## src/rtl/wb_cpu_bus_if_pkg.sv

```systemverilog
// Shared definitions for the CPU-to-Wishbone data port adapter.
package wb_cpu_bus_if_pkg;

  typedef enum logic [1:0] {
    IDLE       = 2'b00,
    BUSY       = 2'b01,
    WAIT_STALL = 2'b10
  } bus_state_t;

  // Position of the MEM stage inside the ctrl stall vector
  localparam int STALL_MEM = 4;

  localparam logic RST_ENABLE  = 1'b1;
  localparam logic CHIP_ENABLE = 1'b1;

endpackage

```

## src/rtl/wb_cpu_bus_if.sv

```systemverilog
// Wishbone classic master sitting between the MEM stage data port and the
// system bus. A single-cycle CPU request becomes a registered bus cycle; the
// pipeline is stalled until ack, flush or timeout, and read data is held
// while the pipeline remains stalled for unrelated reasons.
module wb_cpu_bus_if
  import wb_cpu_bus_if_pkg::*;
#(
  parameter int TIMEOUT_CYCLES = 16,
  parameter int CNT_W          = 8
) (
  input  logic        wb_clk_i,
  input  logic        wb_rst_i,
  input  logic [5:0]  stall_i,
  input  logic        flush_i,
  input  logic        cpu_ce_i,
  input  logic [31:0] cpu_addr_i,
  input  logic [31:0] cpu_data_i,
  input  logic        cpu_we_i,
  input  logic [3:0]  cpu_sel_i,
  output logic [31:0] cpu_data_o,
  output logic        stallreq_o,
  output logic        err_o,
  input  logic        wb_ack_i,
  input  logic [31:0] wb_dat_i,
  output logic [31:0] wb_adr_o,
  output logic [31:0] wb_dat_o,
  output logic        wb_we_o,
  output logic [3:0]  wb_sel_o,
  output logic        wb_stb_o,
  output logic        wb_cyc_o
);

  // Last counter value before the cycle is aborted; irrelevant when disabled
  localparam logic [CNT_W-1:0] TO_LAST =
    CNT_W'((TIMEOUT_CYCLES == 0) ? 0 : TIMEOUT_CYCLES - 1);

  bus_state_t        state_q, state_d;
  logic [31:0]       rd_buf;
  logic [CNT_W-1:0]  cnt;
  logic              new_req;
  logic              timeout_fire;
  logic              mem_stall;
  logic              unused_stall;

  assign mem_stall    = stall_i[STALL_MEM];
  assign unused_stall = ^{stall_i[5], stall_i[3:0]};
  assign new_req      = (cpu_ce_i == CHIP_ENABLE) && !flush_i;
  assign timeout_fire = (TIMEOUT_CYCLES != 0) && (cnt == TO_LAST);

  // State register
  always_ff @(posedge wb_clk_i) begin
    if (wb_rst_i == RST_ENABLE) begin
      state_q <= IDLE;
    end else begin
      state_q <= state_d;
    end
  end

  // Next-state decode plus the combinational stall request and load data
  always_comb begin
    state_d    = state_q;
    stallreq_o = 1'b0;
    cpu_data_o = 32'h0;
    case (state_q)
      IDLE: begin
        if (new_req) begin
          state_d    = BUSY;
          stallreq_o = 1'b1;
        end
      end
      BUSY: begin
        stallreq_o = !(wb_ack_i || timeout_fire);
        if (wb_ack_i && !wb_we_o) begin
          cpu_data_o = wb_dat_i;
        end
        if (flush_i) begin
          state_d = IDLE;
        end else if (wb_ack_i) begin
          state_d = mem_stall ? WAIT_STALL : IDLE;
        end else if (timeout_fire) begin
          state_d = IDLE;
        end
      end
      WAIT_STALL: begin
        cpu_data_o = rd_buf;
        if (!mem_stall || flush_i) begin
          state_d = IDLE;
        end
      end
      default: begin
        state_d = IDLE;
      end
    endcase
  end

  // Bus outputs, read buffer, timeout counter and error pulse
  always_ff @(posedge wb_clk_i) begin
    if (wb_rst_i == RST_ENABLE) begin
      wb_adr_o <= 32'h0;
      wb_dat_o <= 32'h0;
      wb_we_o  <= 1'b0;
      wb_sel_o <= 4'h0;
      wb_stb_o <= 1'b0;
      wb_cyc_o <= 1'b0;
      err_o    <= 1'b0;
      rd_buf   <= 32'h0;
      cnt      <= '0;
    end else begin
      err_o <= 1'b0;
      case (state_q)
        IDLE: begin
          if (new_req) begin
            wb_adr_o <= cpu_addr_i;
            wb_dat_o <= cpu_data_i;
            wb_we_o  <= cpu_we_i;
            wb_sel_o <= cpu_sel_i;
            wb_stb_o <= 1'b1;
            wb_cyc_o <= 1'b1;
            cnt      <= '0;
          end else begin
            wb_adr_o <= 32'h0;
            wb_dat_o <= 32'h0;
            wb_we_o  <= 1'b0;
            wb_sel_o <= 4'h0;
            wb_stb_o <= 1'b0;
            wb_cyc_o <= 1'b0;
          end
        end
        BUSY: begin
          if (flush_i) begin
            wb_cyc_o <= 1'b0;
            wb_stb_o <= 1'b0;
            wb_we_o  <= 1'b0;
            wb_sel_o <= 4'h0;
            rd_buf   <= 32'h0;
          end else if (wb_ack_i) begin
            wb_cyc_o <= 1'b0;
            wb_stb_o <= 1'b0;
            wb_we_o  <= 1'b0;
            wb_sel_o <= 4'h0;
            if (!wb_we_o) begin
              rd_buf <= wb_dat_i;
            end
          end else if (timeout_fire) begin
            wb_cyc_o <= 1'b0;
            wb_stb_o <= 1'b0;
            wb_we_o  <= 1'b0;
            wb_sel_o <= 4'h0;
            rd_buf   <= 32'h0;
            err_o    <= 1'b1;
          end else begin
            cnt <= cnt + CNT_W'(1);
          end
        end
        default: begin
        end
      endcase
    end
  end

endmodule

```

## config.mk

```make
export PLATFORM = sky130hd
export DESIGN_NAME = wb_cpu_bus_if
export DESIGN_NICKNAME = d
export VERILOG_FILES = /design/src/rtl/wb_cpu_bus_if_pkg.sv /design/src/rtl/wb_cpu_bus_if.sv
export SDC_FILE = /design/constraint.sdc
export NUM_CORES = 1
export LEC_CHECK = 0
export BUFFER_PORTS_ARGS = -buffer_cell sky130_fd_sc_hd__buf_2
export CAP_MARGIN = 20
export CORE_UTILIZATION = 45
export CTS_BUF_LIST = sky130_fd_sc_hd__clkbuf_4 sky130_fd_sc_hd__clkbuf_8 sky130_fd_sc_hd__clkbuf_16
export DETAILED_ROUTE_END_ITERATION = 16
export PLACE_DENSITY = 0.79
export SLEW_MARGIN = 20
export SYNTH_ARGS = -nofsm -noshare
export SYNTH_HDL_FRONTEND = slang
export SYNTH_SLANG_ARGS = --single-unit
```

## constraint.sdc

```tcl
create_clock -name wb_clk_i -period 5.5 [get_ports wb_clk_i]
set_clock_uncertainty 0.05 [all_clocks]
set_input_delay 1.375 -clock wb_clk_i [delete_from_list [all_inputs] [get_ports wb_clk_i]]
set_output_delay 1.375 -clock wb_clk_i [all_outputs]
set_load 0.02 [all_outputs]
```

==> qor.yml <==
outcome:
  status: "complete, no violations"
cts:
  numClockSinks: 113
  cts_buffers: 17
  clkTransAtPathRegs_ns: 0.05
  root_buffer: "clkbuf_8"
  insertion_delay_ns: 0.50
  cts_resized: 0
  hold_buffers: 0
  post-cts-setup-buffers: 0
  clockBufferDepth: 2
  cts_tree: "built"
  cts_max_level: 4
yosys:
  ys.flop_type: "dfxtp_1"
  synth_cell_types: 45
  synth_edf_count: 0
  yosys-top-cells-area: "dfxtp_1 (50%), a22oi_1 (16%), a22o_1 (7.2%)"
  ys.warnings.count: 0
  synthesis.nets: 579
  yosys.area.top_type_share_pct: 50.4
  synth_area_um2: 4490
  synth_top_cell_by_area: "dfxtp_1"
  yosysSeqAreaShare_pct: 50.4
  synth_cells: 463
  async_flop_share_pct: 0
  syn_avg_cell_area_um2: 9.69
  ys_ff_latch: 113
cells_and_area:
  mostFrequentLayoutCells: "buf_2 (211), dfxtp_1 (113), a22oi_1 (96), nor2_1 (67), a22o_1 (37)"
  layout.nets: 774
  multi_input_area_um2: 2030
  final_layout_size_suffix_gt1_share_pct: 38.9
  post-route-cell-area_um2: 6170
  syn2layout_area_growth_pct: 37.6
  layout_commonest_cell: "buf_2"
  ff_latch_area_um2: 2260
  n_fill_cell: 833
route:
  firstDrtPassIters: 5
  drcViolationCount: 0
  drt_iter0_drc: 176
  via_per_inst: 5.42
  drt_wl_total_um: 12300
  dr_total_vias: 4366
  wl_per_cell_um: 15.3
  ant_nets: 0
floorplan:
  core_um2: 9730
  fp-row-count: 36
  die_w_um: 102
  die_area_um2: 10400
  start_util_pct: 46.1
  die_h_um: 102
  num_io_pins: 217
power:
  powerDensity_nw_per_um2: 373
  leakagePower_nw: 2.82
  vdd_drop_max_mv: 0.150
sta:
  hold_ws_ns: 0.422
  finalMaxSlewViolations: 0
  min_period_ns: 4.03
  max_slew_margin_pct: 45.4
  max_freq_ghz: 0.248
  hold_viol_final: 0
  setup_viol: 0
  worstMarginPinSlew_ns: 0.819
  rsz0062_at_grt: "no"
  setup_tns_ns: 0
  timing.final.crit_share_pct: 73.3
placed_design:
  place_congestion: 0.764
  numPortBuffers: 211
  placed_area_um2: 5580
  place_hpwl_um: 8050
grt:
  gr-total-overflow: 0
  grt_max_degree: 76
  grt_use_total_pct: 23.2
  grt_pass1_vias: 3957
  grt_pass1_wl_um: 18800
  antenna_found_initial: 1
setup_path:
  cp_data_arrival_time_ns: 2.60
  crit_required_ns: 4.07
  path_max_fanout: 32
  endpoint_kind: "output pin"
  start_kind: "primary input"
  crit_type: "in -> out"
min_path:
  hp-class: "reg -> reg"
job:
  cap_viol_max_count: 0
synthesized netlist by cell type, drive strengths merged (6+ instances only):
cell type / count
a22o: 37
a22oi: 96
buf: 16
clkbuf: 25
dfxtp: 113
inv: 7
nor2: 69
nor2b: 32
nor3: 6
o21ai: 10
o22a: 6
cell families (layout without fill, tap and decap cells):
logic type | after synthesis | after routing | share of synthesized area (%)
AOI/OAI and AO/OA | 167 | 167 | 29.2
and+or+nand+nor | 131 | 131 | 14.4
DFF | 113 | 113 | 50.4
buffers and inverters | 48 | 256 | 4.80
adders and majority gates | 4 | 4 | 1.12
other | 0 | 1 | 0
where the power goes:
| group | internal (mW) | switching (mW) |
|---|---|---|
| combinational | 0.131 | 0.225 |
| clock | 0.705 | 0.364 |
| sequential | 0.858 | 0.0204 |
| total | 1.69 | 0.608 |
area by class of cell:
cell class	count	area share, %
Clock buffer	21	7.20
Clock inverter	11	2.25
Sequential cell	113	36.7
Inverter	7	0.426
Timing Repair Buffer	217	17.8
Tap cell	133	2.70
Multi-Input combinational cell	302	32.9
Antenna cell	1	0.0406
sequential cells by signal (all words and copies together) (netlist names):
register and flops:
rd_buf 32, wb_adr_o 32, wb_dat_o 32, cnt 8
wb_sel_o 4, state_q 2, err_o 1, wb_cyc_o 1
wb_we_o 1
path summary, 6_finish.rpt:
kind / startpoint / endpoint / slack (ns) / cells past startpoint
max: wb_ack_i / cpu_data_o[1] / 1.47 / 7
min: wb_sel_o[2] / wb_sel_o[2] / 0.42 / 1
max reg2reg: state_q[0] / cnt[7] / 3.17 / 7
min reg2reg: wb_sel_o[2] / wb_sel_o[2] / 0.42 / 1
metal layers:
metal / track usage, % / up-vias / part of all wire [%]
li1: - / 2102 / -
met1: 28.3 / 2039 / 41
met2: 35.8 / 202 / 47
met3: 8.69 / 23 / 9.1
met4: 12.3 / 0 / 2.3
met5: 0 / - / 0
per-stage QoR:
stage | util, % | cells | worst slack (ns) | total power, mW
5_1_grt | 63.4 | 805 | 1.31 | 2.40
3_5_place_dp | 57.4 | 772 | 1.45 | 1.25
3_3_place_gp | 57.4 | 772 | 1.48 | 1.24
6_report | 63.4 | 805 | 1.47 | 2.30
4_1_cts | 63.4 | 804 | 1.45 | 2.33
2_1_floorplan | - | 463 | 1.70 | 1.14
worst max-delay path: stages:
cell and delay, ns:
buf_2 0.15, nand2_1 0.14, nor2_2 0.12, buf_4 0.33, a22oi_1 0.13, nor2b_1 0.16
buf_2 0.18
Note: power is estimated with default switching activity, not from simulation.
